File: config.mk
export PLATFORM = sky130hd
export DESIGN_NAME = sr_cmd_decoder
export DESIGN_NICKNAME = d
export VERILOG_FILES = /design/src/rtl/sr_cmd_decoder.sv
export SDC_FILE = /design/constraint.sdc
export NUM_CORES = 1
export LEC_CHECK = 0
export ABC_AREA = 1
export CAP_MARGIN = 0
export CELL_PAD_IN_SITES_DETAIL_PLACEMENT = 0
export CELL_PAD_IN_SITES_GLOBAL_PLACEMENT = 2
export CORE_AREA = 2 2 81 83
export CTS_CLUSTER_SIZE = 40
export DETAILED_ROUTE_END_ITERATION = 7
export DIE_AREA = 0 0 83 85
export PLACE_DENSITY = 0.88
export RECOVER_POWER = 100
export SLEW_MARGIN = 20
export SYNTH_ARGS = -nofsm -noshare
export SYNTH_HDL_FRONTEND = slang
export SYNTH_SLANG_ARGS = --single-unit
File: constraint.sdc
create_clock -name clk -period 1.76 [get_ports clk]
set_input_delay 0.528 -clock clk [delete_from_list [all_inputs] [get_ports clk]]
set_output_delay 0.528 -clock clk [all_outputs]
set_load 0.02 [all_outputs]
File: src/rtl/sr_cmd_decoder.sv
// Set/reset command-pair decoder: tracks per-bit SR register state and unknown bits,
// recovers D, and counts forbidden S=R=1 transfers. Results go out via a one-entry buffer.
module sr_cmd_decoder #(
  parameter int WIDTH     = 4,
  parameter int ERR_CNT_W = 8
) (
  input  logic                 clk,
  input  logic                 rst_n,
  input  logic                 in_valid,
  output logic                 in_ready,
  input  logic [WIDTH-1:0]     s,
  input  logic [WIDTH-1:0]     r,
  output logic                 out_valid,
  input  logic                 out_ready,
  output logic [WIDTH-1:0]     q,
  output logic [WIDTH-1:0]     qb,
  output logic [WIDTH-1:0]     unk,
  output logic [WIDTH-1:0]     d_rec,
  output logic [WIDTH-1:0]     d_mask,
  output logic [WIDTH-1:0]     illegal,
  output logic [ERR_CNT_W-1:0] err_cnt,
  output logic                 err_sticky,
  input  logic                 clr_err
);

  localparam logic [0:0] ST_EMPTY = 1'b0;
  localparam logic [0:0] ST_FULL  = 1'b1;

  localparam logic [ERR_CNT_W-1:0] CNT_MAX = {ERR_CNT_W{1'b1}};
  localparam logic [ERR_CNT_W-1:0] CNT_ONE = {{(ERR_CNT_W-1){1'b0}}, 1'b1};

  logic [0:0]           state_r, state_nxt_s;
  logic                 accept_s;
  logic [WIDTH-1:0]     q_r, unk_r, qb_r, d_rec_r, d_mask_r, illegal_r;
  logic [WIDTH-1:0]     q_nxt_s, unk_nxt_s;
  logic [ERR_CNT_W-1:0] err_cnt_r, err_cnt_nxt_s;
  logic                 err_sticky_r, err_sticky_nxt_s;
  logic                 illegal_any_s;

  assign in_ready      = (state_r == ST_EMPTY) || out_ready;
  assign accept_s      = in_valid && in_ready;
  assign illegal_any_s = |(s & r);

  // Buffer occupancy: a full buffer drained in the same cycle may be refilled.
  always_comb begin
    state_nxt_s = state_r;
    case (state_r)
      ST_EMPTY: state_nxt_s = accept_s ? ST_FULL : ST_EMPTY;
      ST_FULL: begin
        if (out_ready) begin
          state_nxt_s = accept_s ? ST_FULL : ST_EMPTY;
        end else begin
          state_nxt_s = ST_FULL;
        end
      end
      default: state_nxt_s = ST_EMPTY;
    endcase
  end

  // Per-bit SR next state; 11 forces q low and marks the bit unknown.
  always_comb begin
    q_nxt_s   = q_r;
    unk_nxt_s = unk_r;
    for (int i = 0; i < WIDTH; i++) begin
      case ({s[i], r[i]})
        2'b01: begin
          q_nxt_s[i]   = 1'b0;
          unk_nxt_s[i] = 1'b0;
        end
        2'b10: begin
          q_nxt_s[i]   = 1'b1;
          unk_nxt_s[i] = 1'b0;
        end
        2'b11: begin
          q_nxt_s[i]   = 1'b0;
          unk_nxt_s[i] = 1'b1;
        end
        default: begin
          q_nxt_s[i]   = q_r[i];
          unk_nxt_s[i] = unk_r[i];
        end
      endcase
    end
  end

  // Error counter: a new illegal event on the clearing edge still counts as one.
  always_comb begin
    err_cnt_nxt_s    = err_cnt_r;
    err_sticky_nxt_s = err_sticky_r;
    if (accept_s && illegal_any_s) begin
      err_sticky_nxt_s = 1'b1;
      if (clr_err) begin
        err_cnt_nxt_s = CNT_ONE;
      end else if (err_cnt_r != CNT_MAX) begin
        err_cnt_nxt_s = err_cnt_r + CNT_ONE;
      end else begin
        err_cnt_nxt_s = err_cnt_r;
      end
    end else if (clr_err) begin
      err_cnt_nxt_s    = {ERR_CNT_W{1'b0}};
      err_sticky_nxt_s = 1'b0;
    end else begin
      err_cnt_nxt_s    = err_cnt_r;
      err_sticky_nxt_s = err_sticky_r;
    end
  end

  // Buffer state and error tracking.
  always_ff @(posedge clk or negedge rst_n) begin
    if (!rst_n) begin
      state_r      <= ST_EMPTY;
      err_cnt_r    <= {ERR_CNT_W{1'b0}};
      err_sticky_r <= 1'b0;
    end else begin
      state_r      <= state_nxt_s;
      err_cnt_r    <= err_cnt_nxt_s;
      err_sticky_r <= err_sticky_nxt_s;
    end
  end

  // SR state and result fields, loaded only on accept so a stalled buffer stays stable.
  always_ff @(posedge clk or negedge rst_n) begin
    if (!rst_n) begin
      q_r       <= {WIDTH{1'b0}};
      unk_r     <= {WIDTH{1'b0}};
      qb_r      <= {WIDTH{1'b1}};
      d_rec_r   <= {WIDTH{1'b0}};
      d_mask_r  <= {WIDTH{1'b0}};
      illegal_r <= {WIDTH{1'b0}};
    end else if (accept_s) begin
      q_r       <= q_nxt_s;
      unk_r     <= unk_nxt_s;
      qb_r      <= ~q_nxt_s & ~unk_nxt_s;
      d_rec_r   <= s & (s ^ r);
      d_mask_r  <= s ^ r;
      illegal_r <= s & r;
    end
  end

  assign out_valid  = (state_r == ST_FULL);
  assign q          = q_r;
  assign qb         = qb_r;
  assign unk        = unk_r;
  assign d_rec      = d_rec_r;
  assign d_mask     = d_mask_r;
  assign illegal    = illegal_r;
  assign err_cnt    = err_cnt_r;
  assign err_sticky = err_sticky_r;

endmodule
* After elaboration in Yosys (flattened, before gate mapping)
Index checks and enable logic that the tools add are counted.
** Cells by class
- Add/subtract/negate cells :: 1
- Multiply operators :: 0
- Divide/modulo/power cells :: 0
- Magnitude comparators :: 0
- Equality and inequality tests :: 13
- Shift-type cells :: 0
- Mux-type cells :: 17
- Bitwise gates (word level) :: 7
- Reduce and logical (&&, ||, !) cells :: 15
** Operators with widths (count)
- $mux 8 :: 4
- $pmux 1 s2 :: 9
- $eq 2x2->1 const B :: 8
- $reduce_or 2->1 :: 8
- $and 4x4->4 :: 3
- $add 8x1->8 const B :: 1
- $eq 2x1->1 const B :: 4
- $ne 8x8->1 const B :: 1
- $not 4->4 :: 2
- $mux 1 :: 4
- $reduce_bool 2->1 :: 2
- $reduce_or 4->1 :: 1
- $xor 4x4->4 :: 1
- $logic_and 1x1->1 :: 2
- $reduce_and 2->1 :: 1
- $logic_or 1x1->1 :: 1
- $not 1->1 :: 1
** Storage, ports and cells
- Register bits after elaboration :: 34
- Bits in latches :: 0
- Bits in writable memories :: 0
- Memory bits (read-only) :: 0
- Output and inout bits :: 35
- Memories kept :: 0

* Longest topological paths before layout
- Depth after elaboration :: 6
- Mapped depth :: 8

* Worst setup path before layout
No wires, ideal clock.
- Kind :: in2reg
- From :: input port s[0]
- To :: register err_cnt_r[5], in the netlist err_cnt[5]
- Setup time :: 117 ps
- Arrival time :: 1259 ps
- Required time :: 1643 ps
- Slack :: 383 ps
- Cell stages on the path :: 7
- Buffers on the path :: 0
- Cell sequence :: ha_1 -> nor2_1 -> nand2_4 -> nand3_4 -> nand2_2 -> nand2_1 -> nand2_1
** On the way
- Cells in the longest elaborated chain, start to end :: 5
** Ends and longest elaborated chain
- start: declaration :: RTL line 11 : input logic [WIDTH-1:0] s,
- $and 4x4->4 (*) :: RTL line 42 : assign illegal_any_s = |(s & r);
- $reduce_or 4->1 (*) :: RTL line 42
- $logic_and 1x1->1 (*) :: RTL line 90 : if (accept_s && illegal_any_s) begin
- $reduce_bool 2->1 (no source line)
- $reduce_and 2->1 (no source line)
- end signal: assignment :: RTL line 112 : err_cnt_r <= {ERR_CNT_W{1'b0}};
- end signal: assignment :: RTL line 116 : err_cnt_r <= err_cnt_nxt_s;
- end: declaration :: RTL line 36 : logic [ERR_CNT_W-1:0] err_cnt_r, err_cnt_nxt_s;
Every way passes the cells marked *; elsewhere a longest branch is shown, timed or not.
A chain may end at the register's enable or synchronous reset.

* Worst setup path after layout
- From :: register qb_r[1], in the netlist qb[1]
- To :: output port qb[1]
** RTL lines
- start: declaration :: RTL line 34 : logic [WIDTH-1:0] q_r, unk_r, qb_r, d_rec_r, d_mask_r, illegal_r;
- start signal: assignment :: RTL line 126 : qb_r <= {WIDTH{1'b1}};
- start signal: assignment :: RTL line 133 : qb_r <= ~q_nxt_s & ~unk_nxt_s;
- end: declaration :: RTL line 16 : output logic [WIDTH-1:0] qb,
No word-level cell between the ends.

==> results by group <==
Timing
  • Tightest Pin Transition: 867 ps
  • Setup TNS: 0 ps
  • Final Hold Vio Count: 0
  • Final setup fails: 0
  • Max Clk Rate: between 0.5 and 0.6 GHz
  • Final clock skew: between 10 and 15 ps
  • Tcrit/Tclk final: 95.7%
  • Final Critical Period: ~1700 ps
  • Worst slew margin: between 40% and 50%
  • Unrepaired setup endpoints after global routing: no
  • Slew Limit Fails: 0

Routing
  • Via/cell ratio: about 4.4
  • Antenna Nets Post-Route: 0
  • Total number of vias: 1571
  • Post-DR wirelength/cell: ~11 µm
  • DRC: 0
  • First-pass DRT Iterations: 4
  • Initial DRC count: 44
  • Final WL: 4000 µm

Finish
  • NumNets Final: 306
  • Layout cell share with drive strength beyond 1: roughly 16%
  • Syn-to-layout area delta: 39.5%
  • Antenna diodes: 0
  • Design area: about 2500 µm²
  • Layout Utilization: between 40 and 50%
  • Filler Cells Inserted: ~660

Placement
  • GPL Wtd Cong: 0.750
  • Placed Area: 2490 µm²
  • HPWL Detailed: around 3000 µm
  • Port-buffer cells: 47

Hold path
  • Worst hold path type: reg -> reg
  • Hold_sp: err_sticky
  • Worst Hold Depth: 2
  • Hold path endpoint: err_sticky

Critical path
  • Crit path max fanout: 2
  • CP Launch Type: flip-flop
  • CP top delay family: flip-flops
  • Depth of the most critical reg-to-reg path: 7
  • Internal reg-to-reg setup slack: roughly 360 ps
  • Critical Path AT: ~1200 ps
  • Buf+Inv Stages, Crit Path: 1
  • Worst path slowest cell: dfstp_2
  • Worst path cell trace: dlygate4sd2_1
  • Worst r2r src: err_cnt[0]
  • Crit path required time: roughly 1200 ps
  • FF-to-FF End: err_cnt[6]
  • Critical path class: reg -> out
  • Crit end category: output port
  • CP max stage delay: roughly 540 ps

Logic synthesis
  • Mean post-synth cell area: ~8.5 µm²
  • Synth Register Bits: 34
  • Ys Warns: 0
  • Post-Syn Nets: about 240
  • Synth unique cells: 25
  • Sequential-to-total area share from yosys stat: 47.4%
  • Area of the mapped netlist: between 1500 and 2000 µm²
  • Cells after synthesis: ~210

Pwr
  • P_leak: roughly 0.0013 µW
  • Pwr/cell area: just under 800 nW/µm²
  • Peak supply drop: approximately 0.37 mV

Job
  • Max-cap viol count: 0

Status
  • Status: complete, no violations

Floorplanning
  • I/O pins: 48
  • Core Region: about 6200 µm²
  • Full die area: between 7000 and 8000 µm²
  • Chip width: 83 µm
  • Starting Density: a little under 30%
  • Die Span Y: 85 µm
  • Rows: 29

Global routing
  • Largest net degree at the start of global routing: 35
  • First-pass GRT wire length: 7150 µm
  • Remaining global-route overflow: 0
  • Antenna violations before repair: 0
  • Number of global-route vias before repair: between 1500 and 2000
  • Total track usage: between 10% and 20%

Clocking
  • TritonCTS clock tree: yes
  • Clock transition at the registers of the reported paths: around 70 ps
  • CTS Sinks: 34
  • Max Root-Sink Buffers: 2
  • CTS Buf Count: 5
  • Htree depth: 2
  • Clk root buf: clkbuf_8
  • Clock latency on the worst-skew pair: about 280 ps
  • Setup Buffers After CTS: 0
  • CTS Hold Buffers Added: 0
-- kinds of logic (layout without fill, tap and decap cells) --
family	after synthesis	in the layout	share of synthesized area [%]
adder cells (fa/ha/maj)	13	13	9.02
buffers and inverters	31	99	7.35
AND/OR/NAND/NOR	105	105	26.4
AO/OA/AOI/OAI	30	30	9.78
flip-flops	34	34	47.4
-- metal layers --
metal  wire [µm]  GRT usage (%)  share of wire [%]  vias up
met5           0              0                  0        -
met4          14           3.13               0.35        0
met3         259           4.57                6.5        4
met2        1820           21.0                 46       35
met1        1900           15.1                 48      726
li1            -              -                  -      806
-- cells in the mapped netlist --
cell type,instances,area (µm²)
buf_2,2,10.0
buf_4,3,22.5
dfrtp_1,30,751
dfstp_2,4,105
ha_1,13,163
inv_1,22,82.6
inv_2,3,11.3
inv_4,1,6.26
nand2_1,66,248
nand2_2,6,37.5
nand2_4,1,11.3
nand3_1,18,90.1
nand3_2,1,10.0
nand3_4,1,17.5
nor2_1,7,26.3
nor2_2,2,12.5
nor2_4,1,11.3
o211ai_1,4,30.0
o21a_1,4,30.0
o21ai_0,4,20.0
o21ai_1,16,80.1
o21ai_2,1,8.76
o21bai_1,1,7.51
or2_1,1,6.26
or2_2,1,6.26
-- flip-flops by register name, indices dropped and copies added, names as in the netlist --
register and flops:
err_cnt 8, d_mask 4, d_rec 4, illegal 4, q 4, qb 4
unk 4, err_sticky 1, out_valid 1
-- cell usage in the layout (no fill, tap or decap), types with 4 or more instances in the layout --
master and count:
nor2_1 5, nand2_2 5, clkbuf_8 5, nand3_1 18
clkdlybuf4s50_1 9, nor2_2 4, inv_1 23, buf_4 16
ha_1 13, o21ai_1 10, nand2_1 67, o21ai_0 10
o21a_1 4, o211ai_1 4, dlygate4sd2_1 34, dfrtp_1 30
-- through the flow --
step	worst slack, ps	cells	hold slack [ps]	power, µW
after floorplan	383	213	232	1230
after global placement	-451	350	466	1520
after detailed placement	-447	350	464	1520
after CTS	6.44	358	479	2040
after global routing	17.2	358	495	2120
final	75.5	358	474	1980
-- power by group --
group	total (µW)	internal [µW]	switching, µW	leakage (µW)
logic	489	197	292	0.000829
clock network	558	280	278	0.0000385
registers	934	877	57.1	0.000427
-- what timing repair did --
item | CTS | global route
gates cloned | 0 | 0
endpoints found under the setup margin | 35 | 3
resized for setup | 39 | 4
-- worst max-delay path by stage --
stage | slack (ps) | to | from | cells past startpoint
after floorplan | 380 | err_cnt[5] | s[0] | 7
after global placement | -450 | in_ready | out_ready | 4
after detailed placement | -450 | in_ready | out_ready | 4
after CTS | 6 | in_ready | out_ready | 4
after global routing | 20 | qb[3] | qb[3] | 1
final | 80 | qb[1] | qb[1] | 1
-- final cells by class --
type / count / area, µm² / share of cell area [%]
multi-input cells: 148 / 818 / 32.5
repair buffers: 65 / 562 / 22.3
inverters: 26 / 100 / 3.98
flip-flops and latches: 34 / 856 / 34.0
well taps: 77 / 96.3 / 3.83
clock inverters: 1 / 7.51 / 0.298
clock buffers: 7 / 76.3 / 3.03
Note: power is estimated with default switching activity, not from simulation.
